`config.mk`:
```
export PLATFORM = sky130hd
export DESIGN_NAME = mem_access_stage
export DESIGN_NICKNAME = d
export VERILOG_FILES = /design/src/rtl/cpu_pkg.sv /design/src/rtl/mem_access_stage.sv
export SDC_FILE = /design/constraint.sdc
export NUM_CORES = 1
export LEC_CHECK = 0
export ABC_AREA = 0
export CORE_MARGIN = 3
export CORE_UTILIZATION = 39
export DETAILED_ROUTE_END_ITERATION = 12
export HOLD_SLACK_MARGIN = 0.06
export PLACE_DENSITY_LB_ADDON = 0.1
export SLEW_MARGIN = 15
export SYNTH_ARGS = -nofsm -noshare
export SYNTH_HDL_FRONTEND = slang
export SYNTH_SLANG_ARGS = --single-unit
```
`constraint.sdc`:
```
create_clock -name clk -period 1.7 [get_ports clk]
set_input_delay 0.425 -clock clk [delete_from_list [all_inputs] [get_ports clk]]
set_output_delay 0.425 -clock clk [all_outputs]
set_load 0.05 [all_outputs]
```
`src/rtl/cpu_pkg.sv`:
```
// rtl/cpu_pkg.sv - shared types and constants for the CPU pipeline stages
package cpu_pkg;

  localparam int REG_ADDR_W = 5;
  localparam int WB_DATA_W  = 32;

  typedef enum logic [1:0] {
    IDLE = 2'd0,
    REQ  = 2'd1,
    WAIT = 2'd2
  } mem_state_t;

  typedef struct packed {
    logic                  wen;
    logic                  fp;
    logic [REG_ADDR_W-1:0] rd;
    logic [WB_DATA_W-1:0]  data;
  } wb_pkt_t;

  function automatic logic is_misaligned(input logic [1:0] lsb);
    return lsb != 2'b00;
  endfunction

endpackage

```
`src/rtl/mem_access_stage.sv`:
```
// rtl/mem_access_stage.sv - memory-access stage: word load/store on req/gnt/rvalid port, registered writeback
module mem_access_stage
  import cpu_pkg::*;
#(
  parameter int ADDR_W = 32,
  parameter int DATA_W = 32
) (
  input  logic                  clk,
  input  logic                  rstn,
  input  logic                  ex_valid,
  output logic                  ex_ready,
  input  logic [DATA_W-1:0]     ex_aluresult,
  input  logic [DATA_W-1:0]     ex_store_data,
  input  logic [REG_ADDR_W-1:0] ex_rd,
  input  logic                  ex_wen,
  input  logic                  ex_fp,
  input  logic                  ex_load,
  input  logic                  ex_store,
  output logic                  dmem_req,
  output logic                  dmem_we,
  output logic [ADDR_W-1:0]     dmem_addr,
  output logic [DATA_W-1:0]     dmem_wdata,
  input  logic                  dmem_gnt,
  input  logic                  dmem_rvalid,
  input  logic [DATA_W-1:0]     dmem_rdata,
  output logic                  wb_valid,
  output logic                  wb_wen,
  output logic                  wb_fp,
  output logic [REG_ADDR_W-1:0] wb_rd,
  output logic [DATA_W-1:0]     wb_data,
  output logic                  misalign
);

  mem_state_t state_q, state_d;

  logic              req_q, req_d;
  logic              we_q, we_d;
  logic [ADDR_W-1:0] addr_q, addr_d;
  logic [DATA_W-1:0] wdata_q, wdata_d;
  wb_pkt_t           lat_q, lat_d;
  wb_pkt_t           wb_q, wb_d;
  logic              wb_valid_q, wb_valid_d;
  logic              misalign_q, misalign_d;

  always_comb begin
    state_d    = state_q;
    req_d      = 1'b0;
    we_d       = we_q;
    addr_d     = addr_q;
    wdata_d    = wdata_q;
    lat_d      = lat_q;
    wb_d       = wb_q;
    wb_valid_d = 1'b0;
    misalign_d = 1'b0;

    unique case (state_q)
      IDLE: begin
        if (ex_valid) begin
          if (ex_load || ex_store) begin
            if (is_misaligned(ex_aluresult[1:0])) begin
              wb_valid_d = 1'b1;
              misalign_d = 1'b1;
              wb_d       = '{wen: 1'b0, fp: ex_fp, rd: ex_rd, data: ex_aluresult};
            end else begin
              state_d = REQ;
              req_d   = 1'b1;
              // A combined load+store request resolves to a load
              we_d    = ex_store & ~ex_load;
              addr_d  = ex_aluresult[ADDR_W-1:0];
              wdata_d = ex_store_data;
              lat_d   = '{wen: ex_wen, fp: ex_fp, rd: ex_rd, data: ex_aluresult};
            end
          end else begin
            wb_valid_d = 1'b1;
            wb_d       = '{wen: ex_wen, fp: ex_fp, rd: ex_rd, data: ex_aluresult};
          end
        end
      end

      REQ: begin
        if (dmem_gnt) begin
          if (we_q) begin
            state_d    = IDLE;
            wb_valid_d = 1'b1;
            wb_d       = '{wen: 1'b0, fp: lat_q.fp, rd: lat_q.rd, data: lat_q.data};
          end else begin
            state_d = WAIT;
          end
        end else begin
          req_d = 1'b1;
        end
      end

      WAIT: begin
        if (dmem_rvalid) begin
          state_d    = IDLE;
          wb_valid_d = 1'b1;
          wb_d       = '{wen: lat_q.wen, fp: lat_q.fp, rd: lat_q.rd, data: dmem_rdata};
        end
      end

      default: state_d = IDLE;
    endcase
  end

  always_ff @(posedge clk) begin
    if (rstn) begin
      state_q    <= IDLE;
      req_q      <= 1'b0;
      we_q       <= 1'b0;
      addr_q     <= '0;
      wdata_q    <= '0;
      lat_q      <= '0;
      wb_q       <= '0;
      wb_valid_q <= 1'b0;
      misalign_q <= 1'b0;
    end else begin
      state_q    <= state_d;
      req_q      <= req_d;
      we_q       <= we_d;
      addr_q     <= addr_d;
      wdata_q    <= wdata_d;
      lat_q      <= lat_d;
      wb_q       <= wb_d;
      wb_valid_q <= wb_valid_d;
      misalign_q <= misalign_d;
    end
  end

  assign ex_ready   = (state_q == IDLE);
  assign dmem_req   = req_q;
  assign dmem_we    = we_q;
  assign dmem_addr  = addr_q;
  assign dmem_wdata = wdata_q;
  assign wb_valid   = wb_valid_q;
  assign wb_wen     = wb_q.wen;
  assign wb_fp      = wb_q.fp;
  assign wb_rd      = wb_q.rd;
  assign wb_data    = wb_q.data;
  assign misalign   = misalign_q;

endmodule

```
==> impl_metrics.py, run 1 <==
metrics = {
    "status": {
        "status": "finished, violations left",
        "violations": "negative setup slack",
    },
    "setup_path": {
        "crit_arrival_ns": 1.34,
        "cp.required_ns": 1.27,
        "start_kind": "flip-flop",
        "worstSetupPathType": "reg -> out",
        "crit_path_end_kind": "output port",
        "cp_max_fo": 4,
    },
    "cts": {
        "numCtsBuffers": 17,
        "clk_path_buf_depth": 2,
        "numClockSinks": 116,
        "worstSkewPairLatency_ns": 0.41,
        "postCtsHoldBufs": 0,
        "clk_pin_slew_ns": 0.05,
        "htree_levels": 4,
        "cts-root-buf": "clkbuf_16",
        "cts_tree": "yes",
    },
    "timing": {
        "skew_ns": 0.005252,
        "rsz0062_at_grt": "true",
        "max_slew_margin_pct": 77.55,
        "finalHoldViolations": 0,
        "fin_crit_sh_pct": 103.7,
        "worst_hold_slack_ns": 0.3493,
        "period_minus_slack_ns": 1.763,
        "tightestPinTransition_ns": 0.3368,
        "setup_violations": 41,
        "worst_slack_ns": -0.06293,
        "final-max-slew-violation-count": 0,
        "max_freq_mhz": 567.2,
    },
    "detailed_routing": {
        "post-route-drc-count": 0,
        "antenna_left": 0,
        "vias": 5506,
        "routedWlPerCell_microns": 16.59,
        "drt_iter0_markers": 433,
        "vias_per_cell": 5.209,
        "first_pass_iters": 5,
        "drt_wl_total_microns": 17540,
    },
    "synthesis": {
        "ys_ff_latch": 116,
        "syn_nets": 794,
        "synthCells": 678,
        "syn-cell-area_sq_mm": 0.005350,
        "syn_area_per_cell_sq_um": 7.891,
        "yosysTopAreaCellShare_pct": 43.41,
        "synth_area_leaders": "dfxtp_1, nand2_1, a21oi_1",
        "yosysTopAreaCell": "dfxtp_1",
        "synth_warnings": 0,
        "synth.yosys.seq_area_share_pct": 43.41,
        "synth_cell_type_count": 37,
    },
    "grt": {
        "gr-total-overflow": 0,
        "grt_pass1_wl_microns": 26060,
        "grt_pass1_vias": 5200,
        "antenna_found_initial": 0,
        "grt_util_all_layers_pct": 21.81,
        "grt_max_degree": 53,
    },
    "hold_path": {
        "hp-class": "in -> reg",
    },
    "pwr": {
        "p_leak_nw": 3.185,
        "power.internal_mw": 5.912,
        "power.density_mw_per_mm2": 996.8,
        "switching_share_pct": 28.83,
        "p_sw_mw": 2.395,
        "clockPowerShare_pct": 41.2,
        "seqPwrFrac_pct": 35.8,
        "peakVddDrop_v": 0.0006247,
        "total_power_mw": 8.307,
        "share_comb_of_total_power_pct": 23.0,
    },
    "die": {
        "die_y_microns": 123.1,
        "rows": 42,
        "die_x_microns": 123.1,
        "initial_core_util_pct": 40.08,
        "ioPinCount": 218,
        "dieArea_sq_mm": 0.01516,
        "core-area_sq_mm": 0.01335,
    },
    "cells_and_area": {
        "drive_above_1_share_pct": 25.54,
        "antennaDiodeCount": 0,
        "final-instance-count-excl-fill": 1057,
        "final_nets": 986,
        "fillCellCount": 1174,
        "area_growth_pct": 55.78,
        "stdcell_area_sq_mm": 0.008334,
    },
    "placement": {
        "gp_congestion": 0.8346,
        "port_buffers": 217,
        "post-place-ws_ns": -0.4807,
        "dpl.hpwl_microns": 11690,
        "dpl-instance-area_sq_mm": 0.007448,
        "placed_cells": 1019,
    },
    "flow_run": {
        "max-cap-violations": 0,
    },
}
## synth_stat cells (all sizes together)
cell and number:
a221o 1, nand4 1, or4b 1, clkbuf 41, nor2b 2, nor3b 3
dfxtp 116, and2 1, a221oi 1, nand3 38, o21ai 34, buf 52
a311oi 7, nand2b 38, ha 6, nor3 1, inv 4, nor2 35
nor4 2, or2 2, a31oi 2, a22oi 32, o21a 1, a21boi 1
and3 1, a41oi 1, nand2 141, a32oi 1, a211oi 34, a21oi 78
## layout make-up
type / count / area (sq um) / share of cell area (%)
well taps: 176 / 220.2 / 2.642
clock inverters: 5 / 75.07 / 0.9008
repair buffers: 266 / 2560 / 30.72
flip-flops and latches: 116 / 2327 / 27.92
inverters: 4 / 20.02 / 0.2402
multi-input cells: 465 / 2646 / 31.75
clock buffers: 25 / 485.5 / 5.825
## power by group through the flow
| stage | logic (mW) | clock network, mW | registers, mW |
|---|---|---|---|
| after floorplan | 0.615 | 0 | 3.44 |
| after global placement | 1.75 | 0 | 3.02 |
| after detailed placement | 1.76 | 0 | 3.03 |
| after CTS | 1.79 | 3.49 | 2.97 |
| after global routing | 2.02 | 3.61 | 2.99 |
| final | 1.91 | 3.42 | 2.98 |
## what timing repair did
item / in CTS / in global routing
endpoints found under the setup margin: 78 / 112
cloned: 1 / 4
setup buffers: 4 / 1
resized for setup: 5 / 67
pin swaps: 1 / 27
## worst paths after layout
| path | slack, ns | startpoint | to | cells past startpoint |
|---|---|---|---|---|
| max reg2reg | -0.05 | state_q[1]$_SDFFE_PP0P_ | wb_data[4]$_SDFFE_PP0P_ | 7 |
| max | -0.06 | state_q[1]$_SDFFE_PP0P_ | ex_ready | 4 |
| min | 0.35 | rstn | lat_q[23]$_SDFFE_PP0P_ | 2 |
| min reg2reg | 0.45 | lat_q[33]$_SDFFE_PP0P_ | lat_q[33]$_SDFFE_PP0P_ | 2 |
## flip-flops by register name (all words and copies together) (netlist names)
signal      flops
wb_rd           5
dmem_we         1
wb_fp           1
dmem_wdata     32
wb_data        32
wb_wen          1
lat_q          39
state_q         2
misalign        1
wb_valid        1
dmem_req        1
## cell families (layout without fill, tap and decap cells)
logic type               count (synthesis)  in the layout  synth area share (%)
AO/OA/AOI/OAI                          193            193                 22.31
AND/OR/NAND/NOR                        266            266                 22.38
buffers and inverters                   97            300                 10.50
adder cells (fa/ha/maj)                  6              6                 1.403
flip-flops                             116            116                 43.41
## layout by cell type, fill, tap and decap left out, types with 2 or more instances in the layout
cell type	instances
clkdlybuf4s50_1	107
inv_4	2
buf_6	10
ha_2	2
clkinv_2	3
a21oi_1	78
a31oi_1	2
nand2_1	141
nand2b_1	38
inv_1	2
clkbuf_8	3
o21ai_0	2
a211oi_1	34
clkbuf_16	20
bufinv_16	2
o21ai_1	9
nor3b_1	3
buf_4	129
clkbuf_1	5
a311oi_1	5
dfxtp_1	114
nor2_1	34
ha_4	3
nand3_1	38
nor2b_4	2
buf_12	16
a22oi_1	32
o21ai_2	23
## per-layer routing
metal  wire length [microns]  track usage [%]
met1                    7210            26.41
met2                    8616            36.32
met3                    1484            7.502
met4                     225            7.128
met5                       0                0
## stage by stage
| step | setup TNS [ns] | util, % |
|---|---|---|
| 5_1_grt | -5.115 | 62.44 |
| 2_1_floorplan | -0.4052 | - |
| 3_5_place_dp | -43.70 | 55.80 |
| 3_3_place_gp | -37.89 | 55.80 |
| 6_report | -1.315 | 62.44 |
| 4_1_cts | -1.944 | 60.55 |
## critical path, stage by stage (launching register included)
cell and delay (ns):
dfxtp_2 0.33, inv_4 0.08, buf_4 0.12, ha_2 0.24, buf_12 0.15
(Power assumes the default switching activity.)
==> run 2, diff against run 1 <==
CAP_MARGIN = 40   (was unset)
MAX_ROUTING_LAYER = met4   (was unset)
==> run 2 against run 1 <==
The run still ends with negative setup slack left. Power about the same. Hold slack about the same. Global-route usage up 0.62 points. Setup slack worse by 0.0058 ns. Count of clock-buffer cells in the layout unchanged. Non-clock buffer count unchanged.
==> impl_metrics.py, run 2 (same netlist as run 1, synthesis figures left out) <==
metrics = {
    "status": {
        "status": "finished, violations left",
        "violations": "negative setup slack",
    },
    "placement": {
        "gp_congestion": 0.8475,
        "post-place-ws_ns": -0.4807,
        "dpl.hpwl_microns": 11690,
        "port_buffers": 217,
    },
    "timing": {
        "worst_hold_slack_ns": 0.3494,
        "skew_ns": 0.007772,
        "period_minus_slack_ns": 1.769,
        "setup_violations": 41,
        "setup_tns_ns": -1.561,
        "rsz0062_at_grt": "true",
        "max_slew_margin_pct": 77.55,
        "finalHoldViolations": 0,
        "fin_crit_sh_pct": 104.0,
        "max_freq_mhz": 565.4,
        "tightestPinTransition_ns": 0.3367,
        "final-max-slew-violation-count": 0,
        "worst_slack_ns": -0.06875,
    },
    "grt": {
        "antenna_found_initial": 0,
        "grt_pass1_wl_microns": 26050,
        "grt_util_all_layers_pct": 22.44,
        "grt_max_degree": 53,
        "grt_pass1_vias": 5209,
        "gr-total-overflow": 0,
    },
    "die": {
        "initial_core_util_pct": 40.08,
        "die_x_microns": 123.1,
        "core-area_sq_mm": 0.01335,
        "die_y_microns": 123.1,
        "ioPinCount": 218,
        "rows": 42,
        "dieArea_sq_mm": 0.01516,
    },
    "cells_and_area": {
        "fillCellCount": 1174,
        "final_common_cell": "nand2_1",
        "regMostFlops": "lat_q",
        "final_nets": 986,
        "largest_reg_flops": 39,
        "drive_above_1_share_pct": 25.54,
        "layout_common_cells": "nand2_1, buf_4, dfxtp_1, clkdlybuf4s50_1, a21oi_1",
        "area_growth_pct": 55.78,
        "antennaDiodeCount": 0,
    },
    "hold_path": {
        "hp-class": "in -> reg",
        "holdPathEnd": "lat_q[23]$_SDFFE_PP0P_",
        "worstHoldPathCells": 2,
        "hp-start": "rstn",
    },
    "pwr": {
        "peakVddDrop_v": 0.0006216,
        "power.density_mw_per_mm2": 997.5,
        "p_leak_nw": 3.185,
        "total_power_mw": 8.313,
    },
    "detailed_routing": {
        "vias": 5522,
        "post-route-drc-count": 0,
        "first_pass_iters": 5,
        "antenna_left": 0,
        "routedWlPerCell_microns": 16.61,
        "drt_wl_total_microns": 17560,
        "drt_iter0_markers": 348,
        "vias_per_cell": 5.224,
    },
    "cts": {
        "clk_path_buf_depth": 2,
        "numClockSinks": 116,
        "cts_tree": "yes",
        "cts-root-buf": "clkbuf_16",
        "htree_levels": 4,
        "clk_pin_slew_ns": 0.05,
        "numCtsBuffers": 17,
        "postCtsHoldBufs": 0,
        "worstSkewPairLatency_ns": 0.41,
    },
    "setup_path": {
        "r2r_slack_ns": -0.06,
        "cp.required_ns": 2.00,
        "worstReg2RegStart": "state_q[1]$_SDFFE_PP0P_",
        "cp_max_fo": 6,
        "crit_arrival_ns": 2.07,
        "start_kind": "input pin",
        "worstSetupPathType": "in -> reg",
        "reg2regPathDepth": 7,
        "r2r-end": "wb_data[4]$_SDFFE_PP0P_",
        "crit_path_end_kind": "flip-flop",
    },
    "flow_run": {
        "max-cap-violations": 0,
    },
}
run 2: area by class of cell:
cell class	count	area, sq um	share of cell area (%)
flip-flops and latches	116	2327	27.92
clock buffers	25	485.5	5.825
multi-input cells	465	2646	31.75
clock inverters	5	75.07	0.9008
repair buffers	266	2560	30.72
inverters	4	20.02	0.2402
well taps	176	220.2	2.642
run 2: stage by stage:
stage               area (sq um)  cells  utilization (%)
finish                      8334   1057            62.44
global placement            7448   1019            55.80
CTS                         8082   1053            60.55
global route                8334   1057            62.44
floorplan                   5395    678                -
detailed placement          7448   1019            55.80
run 2: worst max-delay path by stage:
| stage | start | endpoint | slack [ns] | depth (start not counted) |
|---|---|---|---|---|
| 2_1_floorplan | state_q[0]$_SDFFE_PP0P_ | lat_q[10]$_SDFFE_PP0P_ | -0.007 | 7 |
| 5_1_grt | state_q[1]$_SDFFE_PP0P_ | ex_ready | -0.11 | 4 |
| 6_report | ex_store | wb_data[4]$_SDFFE_PP0P_ | -0.07 | 6 |
| 3_5_place_dp | ex_store | wb_fp$_SDFFE_PP0P_ | -0.48 | 6 |
| 3_3_place_gp | ex_store | wb_data[5]$_SDFFE_PP0P_ | -0.40 | 6 |
| 4_1_cts | state_q[0]$_SDFFE_PP0P_ | wb_data[20]$_SDFFE_PP0P_ | -0.06 | 7 |
run 2: report_power, final:
| part | switching (mW) | internal, mW | total, mW |
|---|---|---|---|
| combinational | 1.12 | 0.789 | 1.91 |
| clock | 1.18 | 2.25 | 3.43 |
| sequential | 0.0984 | 2.88 | 2.98 |
| total | 2.40 | 5.91 | 8.31 |
run 2: timing repair:
item	in CTS	in global routing
endpoints found under the setup margin	78	112
cloned	1	4
resized for setup	5	67
buffers inserted	4	1
pin swaps	1	27
run 2: worst max-delay path: stages:
cell and delay (ns):
clkdlybuf4s50_1 0.44, or2_4 0.28, a311oi_4 0.35, and2_4 0.31
clkbuf_16 0.19, o21ai_1 0.07
run 2: metal layers:
layer  vias to the layer above  track usage [%]  share of wire, %
met2                       214            36.22                49
met5                         -                -                 0
met4                         0            7.128               1.5
met1                      2601            27.15                43
met3                        19            6.450               7.1
li1                       2688                -                 -
